`src/rtl/bit_msg_pkg.sv`:
```
// bit_msg_pkg: shared state encoding, ASCII constants and digit helper for the bit message printer.
// Revision 1.0
`default_nettype none

package bit_msg_pkg;

  typedef enum logic [1:0] {
    COLLECT = 2'd0,
    MSG     = 2'd1,
    WORD    = 2'd2,
    CRLF    = 2'd3
  } state_t;

  localparam logic [7:0] ASC_0  = 8'h30;
  localparam logic [7:0] ASC_1  = 8'h31;
  localparam logic [7:0] ASC_A  = 8'h41;
  localparam logic [7:0] ASC_CR = 8'h0D;
  localparam logic [7:0] ASC_LF = 8'h0A;

  function automatic logic [7:0] nibble_to_ascii(input logic [3:0] n);
    if (n < 4'd10) begin
      return ASC_0 + {4'h0, n};
    end
    return ASC_A + {4'h0, n} - 8'd10;
  endfunction

endpackage

`default_nettype wire

```
`src/rtl/bit_message_rom.sv`:
```
// bit_message_rom: combinational message ROM, "Value received: " followed by spaces.
// Revision 1.0
`default_nettype none

module bit_message_rom #(
  parameter int MSG_LEN = 16,
  parameter int AW      = $clog2(MSG_LEN)
) (
  input  logic [AW-1:0] addr,
  output logic [7:0]    data
);

  always_comb begin
    data = 8'h20;
    if (int'(addr) < MSG_LEN) begin
      case (int'(addr))
        0:       data = "V";
        1:       data = "a";
        2:       data = "l";
        3:       data = "u";
        4:       data = "e";
        5:       data = " ";
        6:       data = "r";
        7:       data = "e";
        8:       data = "c";
        9:       data = "e";
        10:      data = "i";
        11:      data = "v";
        12:      data = "e";
        13:      data = "d";
        14:      data = ":";
        15:      data = " ";
        default: data = 8'h20;
      endcase
    end
  end

endmodule

`default_nettype wire

```
`src/rtl/bit_message_printer.sv`:
```
// bit_message_printer: collects ASCII '0'/'1' bits into a word, then prints message, word and CR LF.
// Revision 1.0
`default_nettype none

module bit_message_printer
  import bit_msg_pkg::*;
#(
  parameter int WORD_W  = 8,
  parameter int MSG_LEN = 16,
  parameter int MODE    = 1,
  parameter int AW      = $clog2(MSG_LEN),
  parameter int CW      = $clog2(WORD_W + 1)
) (
  input  logic          clk,
  input  logic          rst,
  output logic [7:0]    tx_data,
  output logic          new_tx_data,
  input  logic          tx_busy,
  input  logic          new_rx_data,
  input  logic [7:0]    rx_data,
  output logic [AW-1:0] addr,
  output logic [CW-1:0] counter,
  output logic          busy,
  output logic          rx_err,
  output logic          rx_drop
);

  localparam int NCHAR = (MODE != 0) ? (WORD_W + 3) / 4 : WORD_W;
  localparam int IW    = (NCHAR > 1) ? $clog2(NCHAR) : 1;
  localparam int PW    = ((WORD_W + 3) / 4) * 4;

  state_t              state_q, state_d;
  logic [7:0]          tx_data_d;
  logic                new_tx_d;
  logic [AW-1:0]       addr_d;
  logic [CW-1:0]       counter_d;
  logic [WORD_W-1:0]   word_q, word_d;
  logic                rx_err_d, rx_drop_d;
  logic                wait_q, wait_d;
  logic [IW-1:0]       idx_q, idx_d;
  logic                lf_q, lf_d;

  logic [7:0]          rom_data;
  logic [7:0]          word_char;
  logic [7:0]          cur_byte;
  logic [WORD_W-1:0]   shift_in;
  logic [IW-1:0]       pos;
  logic                can_send;
  logic                rx_is_bit;

  bit_message_rom #(
    .MSG_LEN(MSG_LEN),
    .AW     (AW)
  ) u_rom (
    .addr(addr),
    .data(rom_data)
  );

  generate
    if (WORD_W > 1) begin : g_shift_wide
      assign shift_in = {word_q[WORD_W-2:0], rx_data[0]};
    end else begin : g_shift_one
      assign shift_in = rx_data[0];
    end
  endgenerate

  // pos counts down from the most significant character as idx counts up
  assign pos = IW'(NCHAR - 1) - idx_q;

  generate
    if (MODE != 0) begin : g_hex
      logic [PW-1:0] padded;
      assign padded    = PW'(word_q);
      assign word_char = nibble_to_ascii(padded[{pos, 2'b00} +: 4]);
    end else begin : g_bin
      assign word_char = word_q[pos] ? ASC_1 : ASC_0;
    end
  endgenerate

  assign busy      = (state_q != COLLECT);
  assign can_send  = !tx_busy && !wait_q;
  assign rx_is_bit = (rx_data == ASC_0) || (rx_data == ASC_1);

  always_comb begin
    state_d   = state_q;
    tx_data_d = tx_data;
    new_tx_d  = 1'b0;
    addr_d    = addr;
    counter_d = counter;
    word_d    = word_q;
    rx_err_d  = 1'b0;
    rx_drop_d = 1'b0;
    wait_d    = 1'b0;
    idx_d     = idx_q;
    lf_d      = lf_q;

    case (state_q)
      MSG:     cur_byte = rom_data;
      WORD:    cur_byte = word_char;
      CRLF:    cur_byte = lf_q ? ASC_LF : ASC_CR;
      default: cur_byte = 8'h00;
    endcase

    if (state_q == COLLECT) begin
      if (new_rx_data) begin
        if (rx_is_bit) begin
          word_d = shift_in;
          if (counter == CW'(WORD_W - 1)) begin
            counter_d = '0;
            state_d   = MSG;
          end else begin
            counter_d = counter + 1'b1;
          end
        end else begin
          rx_err_d = 1'b1;
        end
      end
    end else begin
      rx_drop_d = new_rx_data;
      if (can_send) begin
        tx_data_d = cur_byte;
        new_tx_d  = 1'b1;
        wait_d    = 1'b1;
        case (state_q)
          MSG: begin
            if (addr == AW'(MSG_LEN - 1)) begin
              addr_d  = '0;
              state_d = WORD;
            end else begin
              addr_d = addr + 1'b1;
            end
          end
          WORD: begin
            if (idx_q == IW'(NCHAR - 1)) begin
              idx_d   = '0;
              state_d = CRLF;
            end else begin
              idx_d = idx_q + 1'b1;
            end
          end
          CRLF: begin
            if (lf_q) begin
              lf_d    = 1'b0;
              word_d  = '0;
              state_d = COLLECT;
            end else begin
              lf_d = 1'b1;
            end
          end
          default: state_d = COLLECT;
        endcase
      end
    end
  end

  always_ff @(posedge clk) begin
    if (!rst) begin
      state_q     <= COLLECT;
      tx_data     <= '0;
      new_tx_data <= 1'b0;
      addr        <= '0;
      counter     <= '0;
      word_q      <= '0;
      rx_err      <= 1'b0;
      rx_drop     <= 1'b0;
      wait_q      <= 1'b0;
      idx_q       <= '0;
      lf_q        <= 1'b0;
    end else begin
      state_q     <= state_d;
      tx_data     <= tx_data_d;
      new_tx_data <= new_tx_d;
      addr        <= addr_d;
      counter     <= counter_d;
      word_q      <= word_d;
      rx_err      <= rx_err_d;
      rx_drop     <= rx_drop_d;
      wait_q      <= wait_d;
      idx_q       <= idx_d;
      lf_q        <= lf_d;
    end
  end

endmodule

`default_nettype wire

```
`config.mk`:
```
export PLATFORM = sky130hd
export DESIGN_NAME = bit_message_printer
export DESIGN_NICKNAME = d
export VERILOG_FILES = /design/src/rtl/bit_msg_pkg.sv /design/src/rtl/bit_message_rom.sv /design/src/rtl/bit_message_printer.sv
export SDC_FILE = /design/constraint.sdc
export NUM_CORES = 1
export LEC_CHECK = 0
export BUFFER_PORTS_ARGS = -buffer_cell sky130_fd_sc_hd__buf_2
export CORE_ASPECT_RATIO = 1.2
export CORE_UTILIZATION = 59
export CTS_CLUSTER_DIAMETER = 200
export CTS_CLUSTER_SIZE = 40
export DETAILED_ROUTE_END_ITERATION = 8
export PLACE_DENSITY = 0.86
export SETUP_SLACK_MARGIN = 0.1
export SYNTH_ARGS = -nofsm -noshare
export SYNTH_HDL_FRONTEND = slang
export SYNTH_SLANG_ARGS = --single-unit
```
`constraint.sdc`:
```
create_clock -name clk -period 8.76 [get_ports clk]
set_input_delay 1.752 -clock clk [delete_from_list [all_inputs] [get_ports clk]]
set_output_delay 1.752 -clock clk [all_outputs]
set_load 0.02 [all_outputs]
```
---- Word level (Yosys, flattened, before mapping) ----
Memories as Yosys holds them, arrays and structs flattened. A register that Yosys moved wholly into a read port is not among the register bits.
Index checks and enable logic that the tools add are counted.
cells by class
  add/sub/neg operators ................... 7
  $lt $le $gt $ge ......................... 1
  equal/unequal tests ..................... 13
  shifts and indexed selects .............. 1
  mux-type cells .......................... 28
  bitwise gates (word level) .............. 2
  reductions and logical operators ........ 18
operators with widths
  cell                                                                    count
  8-bit two-way mux                                                       8
  8-bit one-hot mux with 3 select lines                                   1
  8-bit by 6-bit equality test with 1-bit output (second input constant)  2
  2-bit two-way mux                                                       8
  4-bit two-way mux                                                       4
  3-bit AND reduction                                                     5
  3-bit inequality test (second input constant)                           3
  4-bit by 1-bit adder with 4-bit output (second input constant)          2
  7-bit by 4-bit adder with 8-bit output (first input constant)           1
  2-bit nonzero test                                                      4
  8-bit by 4-bit indexed part select with 4-bit output                    1
  8-bit by 4-bit subtractor with 8-bit output (second input constant)     1
  6-bit by 4-bit adder with 7-bit output (first input constant)           1
  7-bit AND reduction                                                     1
  2-bit one-hot mux with 3 select lines                                   1
  1-bit two-way mux                                                       5
  5-bit AND reduction                                                     1
  2-bit equality test (second input constant)                             2
  4-bit by 3-bit equality test with 1-bit output (second input constant)  1
  4-bit equality test (second input constant)                             1
  4-bit < comparator (second input constant)                              1
  2-bit inequality test (second input constant)                           2
  3-bit two-way mux                                                       1
  2-bit by 1-bit equality test with 1-bit output (second input constant)  1
  other kinds (10)                                                        12
word-level totals
  flip-flop bits (word level) ............. 31
  memory bits (read-only) ................. 112
  bits of input ports ..................... 12
  logic and storage cells ................. 81
  memories ................................ 1
memories
  memory            depth  bits a word  rd ports  clocked after memory_dff  wr ports  line                   source
  (name not given)  16     7            1         1                         0         bit_message_rom.sv:16  case (int'(addr))

---- Longest topological paths before layout ----
Gate-level depths: netlist (run 1).
  depth after elaboration ................. 6
  gate-level depth with buffers ........... 11

---- Hierarchy ----
From an unflattened synthesis (run 1), not the netlist that was laid out.
second synthesis, totals
  cells, all modules ...................... 211
  area total of the unflattened synthesis .. 1854.3 um^2
modules (own cells, without submodules)
  module               times used  cells each  area an instance (um^2)  seq. area each (um^2)
  bit_message_printer  1           181         1610.3                   620.6
  bit_message_rom      1           30          244.0                    0.0

---- Worst setup path before layout (run 1) ----
Ideal clock, no wire load.
  path kind ............................... input to register
  start ................................... in tx_busy
  end ..................................... reg u_rom.data[1] (netlist name)
  library setup time ...................... 0.121 ns
  arrival ................................. 3.683 ns
  required time ........................... 8.639 ns
  slack ................................... 4.956 ns
  stages .................................. 7
  path buffers ............................ 0
  path through ............................ or4b_1 -> nor3b_1 -> o21a_1 -> inv_1 -> ha_1 -> mux2_1 -> mux2_2
on the way
  word-level cells in the longest chain between the ends .. 5
ends and longest elaborated chain
  element                                          line                       source
  from (decl)                                      bit_message_printer.sv:18  input logic tx_busy,
  1-bit zero test                                  bit_message_printer.sv:81  assign can_send = !tx_busy && !wait_q;
  1-bit logical AND                                bit_message_printer.sv:81
  3-bit AND reduction (no source line)             -
  4-bit two-way mux (no source line) (2 in a row)  -
Every way passes these cells.
A chain may end at the register's enable or synchronous reset.

---- Worst setup path after layout (run 1) ----
  start ................................... in tx_busy
  end ..................................... reg u_rom.data[1] (netlist name)
on the way
  word-level cells in the longest chain between the ends .. 5
ends and longest elaborated chain
  element                                          line
  1-bit zero test                                  bit_message_printer.sv:81
  1-bit logical AND                                bit_message_printer.sv:81
  3-bit AND reduction (no source line)             -
  4-bit two-way mux (no source line) (2 in a row)  -
Every way passes these cells.

==> impl_metrics.csv, run 1 <==
group,metric,value,unit
synth,synth_nets,235,
synth,synthArstFlopShare,0,
timing,tns,0,ns
cts,tritoncts,"built",
timing,finalSetupViolCount,0,
synth,syn_inst,209,
timing,worst_slack,5.066,ns
route,drc,0,
power,peakVddDrop,0.1021,mV
timing,finalHoldViolations,0,
cts,clkTransAtPathRegs,0.11,ns
timing,final.min_clock_period,3.694,ns
floorplan,std_cell_rows,22,
setup_path,critPathKind,"input port to flop",
cells_and_area,num-nets-final,263,
global_routing,grt_overflow_total,0,
floorplan,pin_count,32,
floorplan,core-area,3055,um2
synth,synth_edf_count,0,
flow_run,max_cap_violations,0,
cts,cts-htree-levels,2,
route,wl_per_cell,13.80,um
timing,skew,0.009362,ns
outcome,status,"complete, no violations",
timing,slew_headroom,0.4612,
synth,yosys-top-cells-area,"dfxtp_1 39%, ha_1 9.3%, nor2_1 5.0%, mux2i_1 4.8%, a22oi_1 4.4%",
cells_and_area,num_antenna_cells,0,
cts,post_cts_buffers,0,
timing,grt_setup_unrepaired,"false",
place,hpwl,2805,um
place,preCtsSetupSlack,4.706,ns
floorplan,die_x,53.66,um
global_routing,track_usage,0.2591,
floorplan,initial_core_util,0.6183,
place,port_buffers,30,
cells_and_area,drive_gt1_frac,0.1949,
synth,synthFlopType,"dfxtp_1",
power,powerDensity,123.3,nW/um2
floorplan,dieHeight,63.99,um
power,p_leak,0.8620,nW
global_routing,grt_pass1_wl,6403,um
route,wl,3754,um
route,firstDrtPassIters,4,
timing,drv_slew,0,
synth,synth-seq-cells,37,
global_routing,grt_pass1_vias,1497,
global_routing,antenna_found_initial,0,
place,place.gp.congestion,0.8616,
cts,clock-sinks,37,
synth,ys_seq_area_frac,0.3921,
cells_and_area,final_common_cell,"dfxtp_1",
cts,clk_latency,0.35,ns
setup_path,start_kind,"input port",
global_routing,grt_max_degree,28,
synth,synth_top_area_frac,0.3921,
synth,avgSynthCellArea,9.040,um2
cells_and_area,syn_to_final_growth,10.60,%
synth,synth_top_cell_by_area,"dfxtp_1",
setup_path,critical_path.max_fanout,5,
setup_path,cp-end-kind,"flop",
setup_path,crit_required,9.00,ns
floorplan,die-area,3433,um2
cts,cts_buffers,5,
cts,hold_buffers,0,
cells_and_area,final_cell_mix,"37 x dfxtp_1, 30 x buf_2, 25 x nor2_1",
route,num_vias,1610,
cts,cts_buffer_depth,2,
cts,clock_tree.root_cell,"clkbuf_4",
cts,postCtsResizedCells,0,
worst_hold_path,worstHoldPathType,"flop to flop",
timing,worst_slew_pin_slew,0.7878,ns
timing,finalCritPeriodShare,0.4217,
route,drtIter0Drc,48,
setup_path,cp.arrival,3.94,ns
route,viasPerCell,5.919,
timing,max_freq,270.7,MHz
synth,ys_warn_count,0,
synth,ys_types,49,
route,antenna_left,0,
synth,synth_area,1889,um2
## synth_stat cells (3+ instances only)
cell      instances
inv_1             8
and2_1            5
clkbuf_1          7
o21ai_0           7
a22oi_1          11
nand3_1           7
nor3_1            5
nand2_1          12
a21oi_1           7
o22ai_1           3
nor2_1           25
xnor2_1           3
mux2i_1           9
dfxtp_1          37
mux2_2            3
ha_1             14
xor2_1            3
or3_1             3
## logic make-up after synthesis
family,share of synthesized area
AO/OA/AOI/OAI,0.1682
XOR/XNOR,0.02782
buffers and inverters,0.03775
multiplexers,0.07748
flip-flops,0.3921
AND/OR/NAND/NOR,0.2020
other,0.001985
adder cells (fa/ha/maj),0.09272
## worst paths after layout
path / startpoint / to / slack, ns / depth (start not counted)
max: tx_busy / u_rom.data[1]$_DFF_P_ / 5.07 / 8
min: tx_data[4]$_SDFFE_PN0P_ / tx_data[4]$_SDFFE_PN0P_ / 0.48 / 2
max reg2reg: state_q[0]$_SDFFE_PN0P_ / u_rom.data[1]$_DFF_P_ / 5.70 / 9
min reg2reg: tx_data[4]$_SDFFE_PN0P_ / tx_data[4]$_SDFFE_PN0P_ / 0.48 / 2
## metrics by stage
stage	power [mW]	cell area [um2]	util	hold slack (ns)	instances
6_report	0.2576	2090	0.6839	0.4775	272
5_1_grt	0.2707	2090	0.6839	0.5243	272
4_1_cts	0.2606	2090	0.6839	0.4836	272
3_5_place_dp	0.1802	2047	0.6699	0.4625	266
3_3_place_gp	0.1800	2047	0.6699	0.4548	266
2_1_floorplan	0.1771	1889	-	0.4684	209
## flip-flops by register name, indices dropped and copies added, names as in the netlist
name and count:
addr 4, counter 4, g_hex.padded 8, idx_q 1, lf_q 1, rx_drop 1, rx_err 1, state_q 2
tx_data 7, u_rom.data 7, wait_q 1
## where the power goes
group	internal, mW	total, mW	switching, mW
combinational	0.00271	0.00788	0.00517
clock	0.0278	0.0813	0.0535
sequential	0.168	0.168	0.0000739
## final cells by class
cell class / instances / area (um2)
clock buffer: 5 / 37.54
clock inverter: 1 / 5.005
fill: 268 / 965.9
inverter: 9 / 33.78
multi-input combinational: 154 / 1077
sequential: 37 / 740.7
tap: 36 / 45.04
timing repair buffer: 30 / 150.1
## metal layers
layer / up-vias / part of all wire / global-route usage
met5: - / 0 / 0
met4: 0 / 0.037 / 0.1579
met3: 14 / 0.032 / 0.07381
met2: 36 / 0.50 / 0.4281
met1: 756 / 0.43 / 0.2802
li1: 804 / - / -
## critical path, cell delays in order
cell and delay, ns:
buf_2 0.11, or4b_1 0.54, nor3b_1 0.28, o21a_1 0.25, inv_1 0.11, ha_1 0.34, mux2_1 0.30, mux2_2 0.26
(Power assumes the default switching activity.)
==> run 2: changes to the inputs <==
--- a/config.mk
+++ b/config.mk
@@ -5,13 +5,14 @@
 export SDC_FILE = /design/constraint.sdc
 export NUM_CORES = 1
 export LEC_CHECK = 0
+export ABC_AREA = 1
 export BUFFER_PORTS_ARGS = -buffer_cell sky130_fd_sc_hd__buf_2
 export CORE_ASPECT_RATIO = 1.2
-export CORE_UTILIZATION = 59
+export CORE_UTILIZATION = 51
 export CTS_CLUSTER_DIAMETER = 200
 export CTS_CLUSTER_SIZE = 40
 export DETAILED_ROUTE_END_ITERATION = 8
-export PLACE_DENSITY = 0.86
+export PLACE_DENSITY = 0.79
 export SETUP_SLACK_MARGIN = 0.1
 export SYNTH_ARGS = -nofsm -noshare
 export SYNTH_HDL_FRONTEND = slang
==> constraint.sdc (replaced) <==
create_clock -name clk -period 3.2 [get_ports clk]
set_input_delay 0.64 -clock clk [delete_from_list [all_inputs] [get_ports clk]]
set_output_delay 0.64 -clock clk [all_outputs]
set_load 0.02 [all_outputs]
==> run 2 against run 1 <==
Total power rose to 3.5 times the previous value; non-clock buffer count unchanged; worst hold slack worse by 0.010 ns; register-to-register slack worse by 4.8 ns; first-iteration DRC count up 46%; sequential share of layout area down 4.5 points.
==> impl_metrics.csv, run 2 <==
group,metric,value,unit
synth,synth-seq-cells,37,
synth,avgSynthCellArea,7.090,um2
cts,clkTransAtPathRegs,0.07,ns
timing,finalCritPeriodShare,0.7087,
power,combPwrFrac,0.025,
setup_path,timing.critical_path.cells,"inv_1, ha_1, inv_4, nand2_4, nor2_8, nand3_1, o21ai_0, nand2_1, ha_1, nand2_2, nand2_1, nand2_1, nand2_1",
cts,cts-htree-levels,2,
synth,synth_top_family_by_area,"simple AND/OR/NAND/NOR gates",
timing,max_freq,440.9,MHz
power,power_switching,0.1773,mW
flow_run,max_cap_violations,0,
setup_path,crit_required,3.37,ns
power,switching_share,0.1970,
global_routing,grt_pass1_vias,1726,
cts,cts_buffers,5,
synth,synth_common_cells,"102 x nand2_1, 37 x dfxtp_1, 30 x inv_1",
route,antenna_left,0,
synth,synth_compound_area_frac,0.09685,
global_routing,grt_overflow_total,0,
synth,synth_nets,323,
timing,hold_slack,0.4674,ns
setup_path,cp-startpoint,"state_q[0]$_SDFFE_PN0P_",
worst_hold_path,worstHoldPathType,"flop to flop",
setup_path,cp_common_cell,"nand2_1",
cts,post_cts_buffers,0,
outcome,status,"complete, no violations",
synth,synth-adder-area-share,0.08318,
place,port_buffers,30,
synth,ys_warn_count,0,
synth,synthFlopType,"dfxtp_1",
timing,finalSetupViolCount,0,
route,firstDrtPassIters,4,
floorplan,die-area,4391,um2
synth,synthArstFlopShare,0,
global_routing,grt_pass1_wl,7086,um
cells_and_area,num-nets-final,353,
cts,clock-sinks,37,
worst_hold_path,min_from,"tx_data[5]$_SDFFE_PN0P_",
route,num_vias,1881,
synth,synth_top_cell_by_area,"dfxtp_1",
timing,grt_setup_unrepaired,"false",
place,place.gp.congestion,0.7907,
power,pwr-share-clk,0.462,
synth,muxShareOfSynthArea,0,
setup_path,cp-end-kind,"flop",
floorplan,std_cell_rows,25,
route,wl_per_cell,10.47,um
synth,syn_inst,297,
cells_and_area,syn_to_final_growth,13.67,%
timing,finalHoldViolations,0,
power,p_total,0.9000,mW
cts,cts_buffer_depth,2,
floorplan,die_x,60.66,um
cts,tritoncts,"built",
timing,slew_headroom,0.4595,
cells_and_area,final_cell_mix,"102 x nand2_1, 37 x dfxtp_1, 30 x inv_1, 30 x buf_2, 25 x a21oi_1",
cts,clock_tree.root_cell,"clkbuf_8",
cts,clk_latency,0.29,ns
synth,synth_top_area_frac,0.3518,
synth,synth_area,2106,um2
setup_path,start_kind,"flop",
synth,synth_most_common_cell,"nand2_1",
route,wl,3999,um
route,drc,0,
cells_and_area,seq_area,740.7,um2
power,p_leak,1.210,nW
synth,synth_xor_area_frac,0.01248,
cells_and_area,final_common_cell,"nand2_1",
setup_path,cp.arrival,2.44,ns
cells_and_area,num-fill-cells,393,
synth,ys_seq_area_frac,0.3518,
timing,tns,0,ns
cts,postCtsResizedCells,0,
power,peakVddDrop,0.2213,mV
synth,synthSimpleGateAreaFrac,0.3630,
timing,skew,0.006470,ns
synth,ys_types,32,
global_routing,track_usage,0.2096,
timing,drv_slew,0,
route,drtIter0Drc,70,
power,powerDensity,376.0,nW/um2
cells_and_area,drive_gt1_frac,0.1860,
global_routing,antenna_found_initial,0,
power,p_int,0.7227,mW
cells_and_area,utilization,0.6073,
place,preCtsSetupSlack,0.9555,ns
floorplan,core-area,3941,um2
timing,final.min_clock_period,2.268,ns
power,p_seq_frac,0.512,
setup_path,critical_path.slowest_cell,"dfxtp_1",
timing,worst_slack,0.9321,ns
place,hpwl,2976,um
global_routing,grt_max_degree,23,
floorplan,pin_count,32,
cts,hold_buffers,0,
setup_path,cpPeakStageDelay,0.36,ns
cells_and_area,num_antenna_cells,0,
route,viasPerCell,4.924,
cells_and_area,largest_reg_flops,8,
timing,worst_slew_pin_slew,0.8099,ns
floorplan,dieHeight,72.39,um
setup_path,critical_path.max_fanout,12,
floorplan,initial_core_util,0.5343,
synth,synth_edf_count,0,
setup_path,critPathKind,"flop to flop",
synth,yosys-top-cells-area,"dfxtp_1 35%, nand2_1 18%, ha_1 8.3%, a21oi_1 5.9%, inv_1 5.3%",
cells_and_area,multi_input_area,1174,um2
setup_path,reg2reg_from,"state_q[0]$_SDFFE_PN0P_",
run 2: kinds of logic after synthesis:
logic type               count (synthesis)
XOR/XNOR                                 3
adder cells (fa/ha/maj)                 14
other                                    1
AO/OA/AOI/OAI                           39
AND/OR/NAND/NOR                        160
flip-flops                              37
buffers and inverters                   43
run 2: final timing paths:
| check | end | slack [ns] | cells after the start |
|---|---|---|---|
| setup reg to reg | u_rom.data[0]$_DFF_P_ | 0.93 | 13 |
| hold reg to reg | tx_data[5]$_SDFFE_PN0P_ | 0.47 | 2 |
| hold / removal | tx_data[5]$_SDFFE_PN0P_ | 0.47 | 2 |
| setup / recovery | u_rom.data[0]$_DFF_P_ | 0.93 | 13 |
run 2: power by group through the flow:
stage / Clock [mW] / Combinational [mW] / Sequential, mW
3_3_place_gp: 0 / 0.0228 / 0.472
6_report: 0.416 / 0.0229 / 0.461
2_1_floorplan: 0 / 0.0141 / 0.473
4_1_cts: 0.425 / 0.0232 / 0.461
5_1_grt: 0.445 / 0.0256 / 0.461
3_5_place_dp: 0 / 0.0229 / 0.472
run 2: per-stage QoR:
stage                     instances  cell area [um2]
final                           382             2394
after floorplan                 297             2106
after global placement          374             2277
after detailed placement        374             2277
after global routing            382             2394
after CTS                       382             2394
run 2: metal layers:
layer | track usage | wire length, um
met1 | 0.2478 | 1807
met2 | 0.3578 | 1967
met3 | 0.04456 | 167
met4 | 0.09091 | 56
met5 | 0 | 0
run 2: worst max-delay path, delay by kind of cell (launching register included):
family | cells | cell delay [ns]
buffers and inverters | 2 | 0.24
and+or+nand+nor | 8 | 0.78
adders and majority gates | 2 | 0.66
DFF | 1 | 0.36
AOI/OAI and AO/OA | 1 | 0.10
run 2: final cells by class:
cell class	instances	share of cell area
multi-input combinational	217	0.4903
clock buffer	7	0.03607
tap	54	0.02823
clock inverter	1	0.01255
sequential	37	0.3095
timing repair buffer	30	0.06273
inverter	36	0.06064
==> run 3: changes to the inputs <==
--- a/config.mk
+++ b/config.mk
@@ -8,11 +8,11 @@
 export ABC_AREA = 1
 export BUFFER_PORTS_ARGS = -buffer_cell sky130_fd_sc_hd__buf_2
 export CORE_ASPECT_RATIO = 1.2
-export CORE_UTILIZATION = 51
+export CORE_UTILIZATION = 56
 export CTS_CLUSTER_DIAMETER = 200
 export CTS_CLUSTER_SIZE = 40
 export DETAILED_ROUTE_END_ITERATION = 8
-export PLACE_DENSITY = 0.79
+export PLACE_DENSITY = 0.82
 export SETUP_SLACK_MARGIN = 0.1
 export SYNTH_ARGS = -nofsm -noshare
 export SYNTH_HDL_FRONTEND = slang
==> constraint.sdc (replaced) <==
create_clock -name clk -period 2.4 [get_ports clk]
set_input_delay 0.48 -clock clk [delete_from_list [all_inputs] [get_ports clk]]
set_output_delay 0.48 -clock clk [all_outputs]
set_load 0.02 [all_outputs]
==> run 3 against run 2 <==
Sequential cell count is the same; count of clock-buffer cells in the layout fell by 1; total power rose by 34%; die area fell by 8.7%; fmax is 7.4% higher; via count rose by 0.16%; critical path type unchanged.
==> impl_metrics.csv, run 3 (synthesis results as in run 2) <==
group,metric,value,unit
cells_and_area,largest_reg_flops,8,
cts,postCtsResizedCells,0,
timing,skew,0.009074,ns
route,drtIter0Drc,93,
timing,max_freq,473.4,MHz
power,p_leak,1.207,nW
global_routing,grt_max_degree,23,
worst_hold_path,worstHoldPathType,"input port to flop",
place,hpwl,3055,um
cells_and_area,syn_to_final_growth,13.67,%
timing,final.min_clock_period,2.113,ns
floorplan,dieHeight,69.18,um
cells_and_area,num_antenna_cells,0,
route,drc,0,
cells_and_area,final_cell_mix,"102 x nand2_1, 37 x dfxtp_1, 30 x buf_2",
route,num_vias,1884,
timing,finalCritPeriodShare,0.8802,
global_routing,grt_pass1_vias,1729,
floorplan,core-area,3603,um2
setup_path,crit_required,2.58,ns
timing,drv_slew,0,
global_routing,grt_pass1_wl,7044,um
floorplan,pin_count,32,
cts,cts-htree-levels,2,
cts,clkTransAtPathRegs,0.08,ns
place,port_buffers,30,
cts,clock-sinks,37,
global_routing,grt_overflow_total,0,
cells_and_area,drive_gt1_frac,0.2043,
cts,hold_buffers,0,
cts,cts_buffer_depth,2,
setup_path,start_kind,"flop",
cells_and_area,num-nets-final,353,
cts,tritoncts,"built",
cts,clock_tree.root_cell,"clkbuf_8",
cts,post_cts_buffers,0,
route,antenna_left,0,
cells_and_area,num-fill-cells,318,
route,wl,4131,um
route,firstDrtPassIters,4,
route,wl_per_cell,11.26,um
floorplan,std_cell_rows,24,
timing,worst_slew_pin_slew,0.8098,ns
cts,cts_buffers,5,
cells_and_area,final_common_cell,"nand2_1",
timing,slew_headroom,0.4595,
setup_path,cp.arrival,2.30,ns
setup_path,reg2reg_from,"state_q[1]$_SDFFE_PN0P_",
timing,finalHoldViolations,0,
floorplan,die-area,4011,um2
setup_path,cp-startpoint,"state_q[1]$_SDFFE_PN0P_",
timing,grt_setup_unrepaired,"false",
timing,tns,0,ns
timing,finalSetupViolCount,0,
floorplan,die_x,57.98,um
outcome,status,"complete, no violations",
global_routing,antenna_found_initial,0,
global_routing,track_usage,0.2229,
setup_path,cp-end-kind,"flop",
setup_path,critPathKind,"flop to flop",
setup_path,critical_path.max_fanout,12,
floorplan,initial_core_util,0.5844,
power,powerDensity,503.5,nW/um2
place,place.gp.congestion,0.8317,
cts,clk_latency,0.29,ns
flow_run,max_cap_violations,0,
power,peakVddDrop,0.3483,mV
worst_hold_path,min_from,"rx_data[0]",
timing,hold_slack,0.4308,ns
route,viasPerCell,5.134,
[run 3: cell count changes in the layout (fill, tap and decap cells not counted)]
cell        previous run  this run
inv_1                 30        27
inv_2                  2         5
ha_1                  14        12
clkbuf_1               1         0
clkinvlp_4             0         1
ha_2                   0         1
ha_4                   0         1
[run 3: critical path: stages (launching register included)]
cell	delay (ns)
dfxtp_1	0.40
inv_2	0.09
ha_4	0.19
inv_4	0.08
nand2_4	0.13
nor2_8	0.19
nand3_1	0.08
o21ai_0	0.10
nand2_1	0.17
ha_1	0.34
nand2_2	0.08
nand2_1	0.05
nand2_1	0.05
nand2_1	0.04
[run 3: where the power goes]
| part | total (mW) | switching, mW | internal [mW] |
|---|---|---|---|
| Combinational | 0.0311 | 0.0207 | 0.0103 |
| Sequential | 0.615 | 0.000353 | 0.615 |
| Clock | 0.559 | 0.222 | 0.338 |
| Total | 1.21 | 0.243 | 0.963 |
[run 3: layout make-up]
cell class / count / area [um2] / area share
Clock buffer: 6 / 82.58 / 0.03450
Timing Repair Buffer: 30 / 150.1 / 0.06273
Clock inverter: 2 / 37.54 / 0.01568
Tap cell: 39 / 48.80 / 0.02039
Multi-Input combinational cell: 217 / 1189 / 0.4966
Inverter: 36 / 145.1 / 0.06064
Sequential cell: 37 / 740.7 / 0.3095
[run 3: layer usage]
| metal | vias up | GRT usage | part of all wire |
|---|---|---|---|
| met5 | - | 0 | 0 |
| met4 | 0 | 0.09788 | 0.031 |
| met3 | 12 | 0.06343 | 0.035 |
| met2 | 31 | 0.3793 | 0.50 |
| met1 | 844 | 0.2535 | 0.43 |
| li1 | 997 | - | - |
[run 3: per-stage QoR]
stage	worst slack [ns]	instance area, um2	power [mW]	instances	utilization
2_1_floorplan	0.3706	2106	0.6494	297	-
3_3_place_gp	0.2420	2258	0.6594	359	0.6267
3_5_place_dp	0.1803	2258	0.6600	359	0.6267
4_1_cts	0.1632	2379	1.212	367	0.6601
5_1_grt	0.1159	2394	1.241	367	0.6642
6_report	0.2874	2394	1.205	367	0.6642
[run 3: worst paths after layout]
kind | cells past startpoint | endpoint | slack [ns]
min | 3 | g_hex.padded[0]$_SDFFE_PN0P_ | 0.43
max reg2reg | 13 | u_rom.data[0]$_DFF_P_ | 0.29
min reg2reg | 2 | tx_data[2]$_SDFFE_PN0P_ | 0.46
max | 13 | u_rom.data[0]$_DFF_P_ | 0.29
